$ cat config.mk
export PLATFORM = sky130hd
export DESIGN_NAME = piezo_alert_arb_flat
export DESIGN_NICKNAME = d
export VERILOG_FILES = /design/src/rtl/piezo_alert_arb_if.sv /design/src/rtl/piezo_alert_arb.sv /design/src/flat_wrapper.sv
export SDC_FILE = /design/constraint.sdc
export NUM_CORES = 1
export LEC_CHECK = 0
export BUFFER_PORTS_ARGS = -buffer_cell sky130_fd_sc_hd__buf_2
export CAP_MARGIN = 20
export CORE_MARGIN = 2
export CORE_UTILIZATION = 30
export DETAILED_ROUTE_END_ITERATION = 10
export PLACE_DENSITY = 0.51
export SYNTH_ARGS = -nofsm -noshare
export SYNTH_HDL_FRONTEND = slang
export SYNTH_SLANG_ARGS = --single-unit
$ cat constraint.sdc
create_clock -name clk -period 4.05 [get_ports clk]
set_input_delay 0.405 -clock clk [delete_from_list [all_inputs] [get_ports clk]]
set_output_delay 0.405 -clock clk [all_outputs]
set_load 0.01 [all_outputs]
$ cat src/rtl/piezo_alert_arb_if.sv
// Alert arbiter <-> tune player handshake bundle.
// master = arbiter side, slave = alert sources plus tune player side.
interface piezo_alert_arb_if;
  logic       too_fast;
  logic       batt_low;
  logic       en_steer;
  logic       tune_busy;
  logic       tune_done;
  logic       tune_start;
  logic [1:0] tune_sel;
  logic       tune_abort;
  logic       active;
  logic       err_ack_to;

  modport master (
    input  too_fast, batt_low, en_steer, tune_busy, tune_done,
    output tune_start, tune_sel, tune_abort, active, err_ack_to
  );

  modport slave (
    output too_fast, batt_low, en_steer, tune_busy, tune_done,
    input  tune_start, tune_sel, tune_abort, active, err_ack_to
  );
endinterface

$ cat src/rtl/piezo_alert_arb.sv
// Piezo alert arbiter: FAST > BATT > STEER with preemption, repeat scheduling,
// silence gaps and a start/busy/done handshake toward the tune player.
module piezo_alert_arb #(
  parameter bit fast_sim = 1'b0,
  parameter int ACK_TO   = 16
) (
  input logic               clk,
  input logic               rst_n,
  piezo_alert_arb_if.master bus
);
  localparam int REPEAT_CYC = fast_sim ? 15_000 : 150_000_000;
  localparam int GAP_CYC    = fast_sim ? 250 : 2_500_000;
  localparam int BATT_QUAL  = fast_sim ? 500 : 5_000_000;
  localparam int ACK_W      = $clog2(ACK_TO + 1);

  localparam logic [27:0]      REP_MAX  = 28'(REPEAT_CYC);
  localparam logic [22:0]      QUAL_MAX = 23'(BATT_QUAL);
  localparam logic [21:0]      GAP_LAST = 22'(GAP_CYC - 1);
  localparam logic [ACK_W-1:0] ACK_LAST = ACK_W'(ACK_TO - 1);

  localparam logic [1:0] SEL_NONE  = 2'b00;
  localparam logic [1:0] SEL_STEER = 2'b01;
  localparam logic [1:0] SEL_BATT  = 2'b10;
  localparam logic [1:0] SEL_FAST  = 2'b11;

  typedef enum logic [2:0] {IDLE, START, PLAY, ABORT, GAP} state_e;

  state_e           state_q;
  logic             tune_start_q, tune_abort_q, active_q, err_q;
  logic [1:0]       tune_sel_q, nxt_sel_q;
  logic [ACK_W-1:0] ack_cnt_q;
  logic [21:0]      gap_cnt_q;

  logic        en_steer_q, en_steer_d;
  logic [22:0] qual_cnt_q, qual_cnt_d;
  logic        batt_q, batt_d;
  logic        batt_hold_q, batt_hold_d;
  logic        steer_pend_q, steer_pend_d;
  logic        steer_hold_q, steer_hold_d;
  logic [27:0] rep_cnt_q, rep_cnt_d;

  logic       rep_hit, fast_req, batt_req, steer_req, start_now;
  logic [1:0] win, start_sel;

  // A source that already played waits for the repeat window before re-requesting.
  assign rep_hit   = (rep_cnt_q == REP_MAX);
  assign fast_req  = bus.too_fast;
  assign batt_req  = batt_q & (~batt_hold_q | rep_hit);
  assign steer_req = steer_pend_q | (steer_hold_q & bus.en_steer & rep_hit);
  assign win = fast_req ? SEL_FAST : batt_req ? SEL_BATT : steer_req ? SEL_STEER : SEL_NONE;

  always_comb begin
    start_now = 1'b0;
    start_sel = win;
    case (state_q)
      IDLE:  start_now = (win != SEL_NONE);
      ABORT: begin
        start_now = ~bus.tune_busy;
        start_sel = nxt_sel_q;
      end
      default: ;
    endcase
  end

  // rep_cnt loads 1 on the start edge so the hit lands one cycle before the
  // next start, making the start-to-start period exactly REPEAT_CYC.
  always_comb begin
    en_steer_d = bus.en_steer;
    qual_cnt_d = '0;
    if (bus.batt_low) qual_cnt_d = (qual_cnt_q == QUAL_MAX) ? qual_cnt_q : qual_cnt_q + 23'd1;
    batt_d       = bus.batt_low & (batt_q | (qual_cnt_d == QUAL_MAX));
    batt_hold_d  = batt_d & (batt_hold_q | (start_now & (start_sel == SEL_BATT)));
    steer_pend_d = bus.en_steer & (~en_steer_q |
                   (steer_pend_q & ~(start_now & (start_sel == SEL_STEER))));
    steer_hold_d = bus.en_steer & (steer_hold_q | (start_now & (start_sel == SEL_STEER)));
    rep_cnt_d    = start_now ? 28'd1 : (rep_hit ? rep_cnt_q : rep_cnt_q + 28'd1);
  end

  always_ff @(posedge clk or negedge rst_n) begin
    if (!rst_n) begin
      en_steer_q   <= 1'b0;
      qual_cnt_q   <= '0;
      batt_q       <= 1'b0;
      batt_hold_q  <= 1'b0;
      steer_pend_q <= 1'b0;
      steer_hold_q <= 1'b0;
      rep_cnt_q    <= '0;
    end else begin
      en_steer_q   <= en_steer_d;
      qual_cnt_q   <= qual_cnt_d;
      batt_q       <= batt_d;
      batt_hold_q  <= batt_hold_d;
      steer_pend_q <= steer_pend_d;
      steer_hold_q <= steer_hold_d;
      rep_cnt_q    <= rep_cnt_d;
    end
  end

  always_ff @(posedge clk or negedge rst_n) begin
    if (!rst_n) begin
      state_q      <= IDLE;
      tune_start_q <= 1'b0;
      tune_abort_q <= 1'b0;
      tune_sel_q   <= SEL_NONE;
      nxt_sel_q    <= SEL_NONE;
      active_q     <= 1'b0;
      err_q        <= 1'b0;
      ack_cnt_q    <= '0;
      gap_cnt_q    <= '0;
    end else begin
      tune_start_q <= start_now;
      tune_abort_q <= 1'b0;
      if (start_now) begin
        state_q    <= START;
        tune_sel_q <= start_sel;
        active_q   <= 1'b1;
        ack_cnt_q  <= '0;
      end else begin
        case (state_q)
          START:
            if (bus.tune_busy) state_q <= PLAY;
            else if (ack_cnt_q == ACK_LAST) begin
              err_q      <= 1'b1;
              tune_sel_q <= SEL_NONE;
              active_q   <= 1'b0;
              state_q    <= IDLE;
            end else ack_cnt_q <= ack_cnt_q + 1'b1;
          // A natural finish wins over a same-cycle preempt.
          PLAY:
            if (bus.tune_done) begin
              gap_cnt_q <= 22'd1;
              state_q   <= GAP;
            end else if (win > tune_sel_q) begin
              tune_abort_q <= 1'b1;
              nxt_sel_q    <= win;
              state_q      <= ABORT;
            end
          GAP:
            if (gap_cnt_q >= GAP_LAST) begin
              tune_sel_q <= SEL_NONE;
              active_q   <= 1'b0;
              state_q    <= IDLE;
            end else gap_cnt_q <= gap_cnt_q + 22'd1;
          default: ;
        endcase
      end
    end
  end

  assign bus.tune_start = tune_start_q;
  assign bus.tune_sel   = tune_sel_q;
  assign bus.tune_abort = tune_abort_q;
  assign bus.active     = active_q;
  assign bus.err_ack_to = err_q;
endmodule

$ cat src/flat_wrapper.sv
// flat-port wrapper written by rule: the top's interface ports become plain ports
module piezo_alert_arb_flat 
#(
  parameter bit fast_sim = 1'b0,
  parameter int ACK_TO   = 16
)
  (clk, rst_n, bus_too_fast, bus_batt_low, bus_en_steer, bus_tune_busy, bus_tune_done, bus_tune_start, bus_tune_sel, bus_tune_abort, bus_active, bus_err_ack_to);
  piezo_alert_arb_if bus_i ();
  input logic clk;
  input logic rst_n;
  input wire logic [$bits(bus_i.too_fast)-1:0] bus_too_fast;
  input wire logic [$bits(bus_i.batt_low)-1:0] bus_batt_low;
  input wire logic [$bits(bus_i.en_steer)-1:0] bus_en_steer;
  input wire logic [$bits(bus_i.tune_busy)-1:0] bus_tune_busy;
  input wire logic [$bits(bus_i.tune_done)-1:0] bus_tune_done;
  output wire logic [$bits(bus_i.tune_start)-1:0] bus_tune_start;
  output wire logic [$bits(bus_i.tune_sel)-1:0] bus_tune_sel;
  output wire logic [$bits(bus_i.tune_abort)-1:0] bus_tune_abort;
  output wire logic [$bits(bus_i.active)-1:0] bus_active;
  output wire logic [$bits(bus_i.err_ack_to)-1:0] bus_err_ack_to;
  assign bus_i.too_fast = bus_too_fast;
  assign bus_i.batt_low = bus_batt_low;
  assign bus_i.en_steer = bus_en_steer;
  assign bus_i.tune_busy = bus_tune_busy;
  assign bus_i.tune_done = bus_tune_done;
  assign bus_tune_start = bus_i.tune_start;
  assign bus_tune_sel = bus_i.tune_sel;
  assign bus_tune_abort = bus_i.tune_abort;
  assign bus_active = bus_i.active;
  assign bus_err_ack_to = bus_i.err_ack_to;
  piezo_alert_arb #(.fast_sim(fast_sim), .ACK_TO(ACK_TO)) u_core (.clk(clk), .rst_n(rst_n), .bus(bus_i));
endmodule
Word-level counts from Yosys, hierarchy flattened --
Cells that the tools add are included.
Storage, ports and cells: bits of input ports 7, bits in latches 0, output and inout bits 6, logic and storage cells 113, memory bits (writable) 0, memory bits (read-only) 0, flip-flop bits (word level) 94, memories 0
Operators by class: $lt $le $gt $ge 2, add/sub/neg operators 4, divide/modulo/power cells 0, multipliers 0, equal/unequal tests 20, bitwise gates (word level) 22, mux-type cells 37, reductions and logical operators 12, shift-type cells 0
Operators by type and width (number):
- 28-bit 2-to-1 mux | 2
- 23-bit equality test (second input constant) | 2
- 23-bit 2-to-1 mux | 2
- 22-bit 2-to-1 mux | 2
- 22-bit one-hot mux with 2 select lines | 1
- 28-bit by 1-bit adder with 28-bit output (second input constant) | 1
- 28-bit equality test (second input constant) | 1
- 23-bit by 1-bit adder with 23-bit output (second input constant) | 1
- 22-bit by 1-bit adder with 22-bit output (second input constant) | 1
- 22-bit greater-or-equal comparator (second input constant) | 1
- 5-bit 2-to-1 mux | 4
- 4-bit AND reduction | 5
- 3-bit 2-to-1 mux | 6
- 2-bit 2-to-1 mux | 7
- 1-bit AND | 10
- 1-bit 2-to-1 mux | 9
- 3-bit one-hot mux with 3 select lines | 1
- 4-bit by 2-bit inequality test with 1-bit output (second input constant) | 2
- 3-bit by 2-bit equality test with 1-bit output (second input constant) | 2
- 2-bit inequality test (second input constant) | 3
- 3-bit by 1-bit inequality test with 1-bit output (second input constant) | 2
- 1-bit inverter | 6
- 1-bit bitwise OR | 6
- 2-bit nonzero test | 3
- other kinds (15) | 17

Longest topological paths before layout --
word-level depth 13, gate-level depth with buffers 14, gate-level depth less buffers 14

Worst setup path after synthesis --
No wires, ideal clock.
kind flip-flop to flip-flop, start reg u_core.rep_cnt_q[4], end reg u_core.nxt_sel_q[0], cell stages (with the launch flop) 12, slack 0.939 ns, period minus slack after synthesis 3.111 ns, arrival time 2.964 ns, cells stage by stage dfrtp_1 or4_4 o41ai_2 nand2_1 a221oi_1 ha_1 nand2_1 o21ai_0 or4_1 clkbuf_1 nand2_1 o21ai_0
Between the ends: cells in the longest elaborated chain, start to end 10, elaborated cells on any way between the ends 13
RTL lines:
- start, declared | line piezo_alert_arb.sv:40 | logic [27:0] rep_cnt_q, rep_cnt_d;
- start signal, assigned | line piezo_alert_arb.sv:95 | rep_cnt_q <= rep_cnt_d;
- 28-bit equality test * | line piezo_alert_arb.sv:46 | assign rep_hit = (rep_cnt_q == REP_MAX);
- 1-bit AND | line piezo_alert_arb.sv:49 | assign steer_req = steer_pend_q | (steer_hold_q & bus.en_steer & rep_hit);
- 1-bit bitwise OR | line piezo_alert_arb.sv:49
- 1-bit 2-to-1 mux | line piezo_alert_arb.sv:50 | assign win = fast_req ? SEL_FAST : batt_req ? SEL_BATT : steer_req ? SEL_STEER : SEL_NONE;
- 2-bit 2-to-1 mux * (2 in a row) | line piezo_alert_arb.sv:50
- 2-bit nonzero test | line piezo_alert_arb.sv:56 | IDLE: start_now = (win != SEL_NONE);
- 1-bit one-hot mux with 2 select lines | line piezo_alert_arb.sv:55 | case (state_q)
- 1-bit inverter (no line)
- 4-bit AND reduction (no line)
- end signal, assigned | line piezo_alert_arb.sv:135 | nxt_sel_q <= win;
- end, declared | line piezo_alert_arb.sv:30 | logic [1:0] tune_sel_q, nxt_sel_q;
Mark *: on every way between the ends. The rest lies on a longest branch, timed or not. A chain may end at the register's enable or synchronous reset.

Worst setup path in the final report --
Ends and elaborated chain as after synthesis.

==> flow_results.org <==
** Finish
- Leaving out fill and tap cells, the most frequent cell in the layout is sky130_fd_sc_hd__dfrtp_1.
- The number of antenna diodes in the final layout is 0.
- Non-filler instance count after layout :: 811
- Fraction of layout instances using a drive strength above 1 :: 6.66%
- Summing all multi-input logic gate instances after layout gives 0.00266 mm².
- At the end of the flow, the number of nets in the layout was 598.
- The area growth from synthesis to layout is 11.4%.
- Registers take 0.00235 mm².
- Leaving out fill and tap cells, the most frequent cells in the layout are 94 x sky130_fd_sc_hd__dfrtp_1, 70 x sky130_fd_sc_hd__nor2_1, 65 x sky130_fd_sc_hd__nand2_1.
- Final-layout fill cell count :: 1780

** Synthesis
- Yosys warns :: 0
- Synthesized area per cell :: 9.00 µm²
- Multiplexer share of the synthesized area :: 1.74%
- Summing the areas of all compound-gate instances in the mapped netlist gives 12.8% of the synthesized area.
- Share of the yosys chip area belonging to registers :: 45.4%
- Share of the synthesized area in the top cell type :: 45.4%
- Async SR Flop Fraction :: 100%
- Synthesis handed over a netlist of 576 instances.
- After Yosys synthesis, full adders, half adders and majority gates account for 2.17% of the synthesized area.
- Dominant register cell in the synthesized netlist :: sky130_fd_sc_hd__dfrtp_1
- Summing the areas of all and, or, nand and nor instances in the mapped netlist gives 26.9% of the synthesized area.
- After Yosys synthesis, XOR and XNOR cells account for 7.44% of the synthesized area.
- Counting every net in the synthesized netlist gives 592.
- Synth area leader :: sky130_fd_sc_hd__dfrtp_1
- In this run the cell area of the synthesized design comes to 0.00518 mm².
- After synthesis, the largest family of logic cells by area is simple AND/OR/NAND/NOR gates.
- Sorting the synthesized cells by area gives the leading types as sky130_fd_sc_hd__dfrtp_1 45%, sky130_fd_sc_hd__nor2_1 5.1%, sky130_fd_sc_hd__nand2_1 4.7%.
- In this run, synthesis produced a sequential element count of 94.
- Distinct cell type count of the synthesized netlist :: 61
- The synthesized design contains 0 enable-type register cells.

** Critical path
- In this run the worst setup path begins at u_core.rep_cnt_q[4].
- The setup path with the least slack is of type register to register.
- For the worst flop-to-flop path, the logic depth is 10.
- The endpoint identified for the worst register-to-register timing path is u_core.nxt_sel_q[0].
- Crit end category :: register
- Register-to-register setup slack :: 0.73 ns
- STA classifies the critical path startpoint as a register.
- Critical path destination :: u_core.nxt_sel_q[0]
- The startpoint identified for the worst register-to-register timing path is u_core.rep_cnt_q[4].
- Data on the critical path arrives at its endpoint at 3.53 ns.
- In this run the worst path has a maximum fanout of 6.
- At the worst endpoint, the required time is 4.26 ns.

** STA
- Final count of hold timing violations :: 0
- The number of slew-limit violations in the final report came to 0.
- Setup TNS Final :: 0 ns
- Derived from the worst setup path, the maximum achievable clock frequency is 301 MHz.
- Unrepaired setup endpoints after global routing :: no
- Headroom to the max-slew limit came out at 36.4%.
- After layout, the minimum clock period comes to 3.32 ns.
- Setup violations remaining at the end of the flow were counted as 0.
- Between clock sinks in the finished design, the worst skew comes to 0.0104 ns.
- Final period utilization :: 82.0%
- Worst-Margin Slew :: 0.954 ns

** Power and ir drop
- Leak pwr :: 0.00241 µW
- Final total power :: 2630 µW
- VDD sags by at most 0.314 mV.
- For this design the ratio of total power to cell area is 456 mW/mm².

** Clock network
- # clock sinks :: 94
- No sink is reached through more buffers than the 2 on the longest clock path.
- CTS built an H-tree with a depth of 3.
- TritonCTS built the clock tree.
- Hold repair after CTS inserted 0 buffers.
- Root buffer cell :: sky130_fd_sc_hd__clkbuf_16
- Buffers added to address setup during post-CTS repair amount to 0.
- Number of buffers inserted during clock tree synthesis :: 9
- Latest clock arrival within the worst-skew pair :: 0.35 ns
- Clock input transition at the sequential cells of the worst setup and hold paths :: 0.07 ns
- Post-cts repair resize count :: 0

** Global route
- Number of antenna violations at the first check in global routing :: 0
- The first global-routing pass estimated 19200 µm of wire.
- The total overflow left after global routing is 0.
- The number of global-route vias before repair came to 3828.
- Entering global routing, the biggest net connects 75 pins.
- Global-route usage over all layers :: 13.0%

** Drt
- Once detail routing completed, the nets flagged for antenna violations numbered 0.
- Number of DRC violations after detailed-routing iteration 0 :: 193
- Post-Route WL :: 11200 µm
- Dividing the detail-routed via count by the number of cells gives 5.10.
- Count of TritonRoute iterations in the first routing pass :: 4
- Number of remaining DRC errors :: 0
- Routed wire length per instance :: 13.8 µm
- Total via count in the routed design :: 4135

** Placed design
- The count of buffers added on input and output ports is 12.
- Number of placed cells counting well taps :: 796
- Detailed placement ended at an HPWL of 7750 µm.
- Last weighted congestion value of the routability-driven placer :: 0.849

** Die
- For this configuration, the core starts out at a cell density of 30.3%.
- Std-Cell Core Area :: 0.0171 mm²
- Placement row count :: 48
- Area of the die :: 0.0183 mm²
- Die W :: 135 µm
- Die height :: 135 µm
- Pin placement for this block handled 13 I/O pins.

** Min path
- The path class of the tightest hold or removal check is primary input to async pin.

** Outcome
- The run finished with clean final reports.

** Job
- The tool flagged a number of max-cap violations equal to 0.
synthesized netlist by cell type, types with 2 or more instances:
cell / instances
sky130_fd_sc_hd__nand2_1: 65
sky130_fd_sc_hd__dfrtp_1: 94
sky130_fd_sc_hd__nor3b_1: 2
sky130_fd_sc_hd__o31ai_1: 4
sky130_fd_sc_hd__o221ai_1: 2
sky130_fd_sc_hd__nor3_1: 12
sky130_fd_sc_hd__a31oi_1: 4
sky130_fd_sc_hd__nor2_1: 70
sky130_fd_sc_hd__nor4bb_1: 2
sky130_fd_sc_hd__o211a_1: 3
sky130_fd_sc_hd__a21o_1: 5
sky130_fd_sc_hd__a21oi_1: 17
sky130_fd_sc_hd__o21a_1: 3
sky130_fd_sc_hd__or2_2: 2
sky130_fd_sc_hd__o211ai_1: 2
sky130_fd_sc_hd__xnor2_1: 25
sky130_fd_sc_hd__ha_1: 9
sky130_fd_sc_hd__o21ai_0: 41
sky130_fd_sc_hd__clkbuf_1: 17
sky130_fd_sc_hd__o2111ai_1: 2
sky130_fd_sc_hd__nand4b_1: 2
sky130_fd_sc_hd__or4_1: 8
sky130_fd_sc_hd__nand4_1: 21
sky130_fd_sc_hd__and4_1: 7
sky130_fd_sc_hd__xor2_1: 19
sky130_fd_sc_hd__nor4_1: 13
sky130_fd_sc_hd__nand3_1: 16
sky130_fd_sc_hd__nand2b_1: 5
sky130_fd_sc_hd__and2_1: 12
sky130_fd_sc_hd__and3_1: 7
sky130_fd_sc_hd__buf_2: 3
sky130_fd_sc_hd__nor4b_1: 6
sky130_fd_sc_hd__mux2i_1: 9
sky130_fd_sc_hd__nor2b_1: 4
sky130_fd_sc_hd__inv_1: 26
sky130_fd_sc_hd__or3_1: 12
through the flow:
stage / util, % / cell area, µm² / worst slack (ns) / hold slack, ns
after floorplan: - / 5180 / 0.939 / 0.109
after global placement: 32.0 / 5480 / 0.750 / 0.436
after detailed placement: 32.0 / 5480 / 0.720 / 0.442
after CTS: 33.7 / 5770 / 0.710 / 0.190
after global routing: 33.7 / 5770 / 0.368 / 0.195
final: 33.7 / 5770 / 0.728 / 0.198
sequential cells by signal (all words and copies together) (netlist names):
register	flops
u_core.rep_cnt_q	28
u_core.bus.tune_sel	2
u_core.steer_pend_q	1
u_core.batt_q	1
u_core.bus.tune_abort	1
u_core.en_steer_q	1
u_core.state_q	3
u_core.ack_cnt_q	5
u_core.bus.err_ack_to	1
u_core.batt_hold_q	1
u_core.nxt_sel_q	2
u_core.bus.tune_start	1
u_core.steer_hold_q	1
u_core.bus.active	1
u_core.qual_cnt_q	23
u_core.gap_cnt_q	22
layer usage:
metal | track usage, % | share of wire (%) | routed length, µm
met1 | 18.6 | 49 | 5450
met2 | 19.8 | 46 | 5200
met3 | 1.95 | 2.9 | 329
met4 | 5.56 | 2.0 | 220
met5 | 0 | 0 | 0
cell type report:
| class | count | share of cell area, % |
|---|---|---|
| Clock buffer | 10 | 3.97 |
| Clock inverter | 5 | 1.06 |
| Inverter | 27 | 1.76 |
| Multi-Input combinational cell | 434 | 46.0 |
| Sequential cell | 94 | 40.7 |
| Tap cell | 225 | 4.88 |
| Timing Repair Buffer | 16 | 1.60 |
worst min-delay path by stage:
stage                                  to  slack, ns
finish              u_core.bus.tune_start       0.20
detailed placement    u_core.steer_pend_q       0.44
global placement      u_core.steer_pend_q       0.44
floorplan             u_core.ack_cnt_q[0]       0.11
CTS                     u_core.en_steer_q       0.19
global route            u_core.en_steer_q       0.20
cell families after synthesis:
| logic type | count (synthesis) |
|---|---|
| flip-flops | 94 |
| AND/OR/NAND/NOR | 271 |
| buffers and inverters | 48 |
| adder cells (fa/ha/maj) | 9 |
| AO/OA/AOI/OAI | 101 |
| XOR/XNOR | 44 |
| multiplexers | 9 |
where the power goes:
group / internal (µW) / switching (µW) / total [µW]
combinational: 214 / 385 / 599
clock: 478 / 369 / 847
sequential: 1050 / 140 / 1190
critical path, stage by stage (launching register included):
cell	delay, ns
sky130_fd_sc_hd__dfrtp_1	0.45
sky130_fd_sc_hd__or4_4	0.57
sky130_fd_sc_hd__o41ai_2	0.36
sky130_fd_sc_hd__nand2_1	0.09
sky130_fd_sc_hd__a221oi_1	0.56
sky130_fd_sc_hd__ha_1	0.34
sky130_fd_sc_hd__nand2_1	0.06
sky130_fd_sc_hd__o21ai_0	0.08
sky130_fd_sc_hd__or4_1	0.51
sky130_fd_sc_hd__nand2_1	0.10
sky130_fd_sc_hd__o21ai_0	0.07
Power figures use the tool's default switching activity.
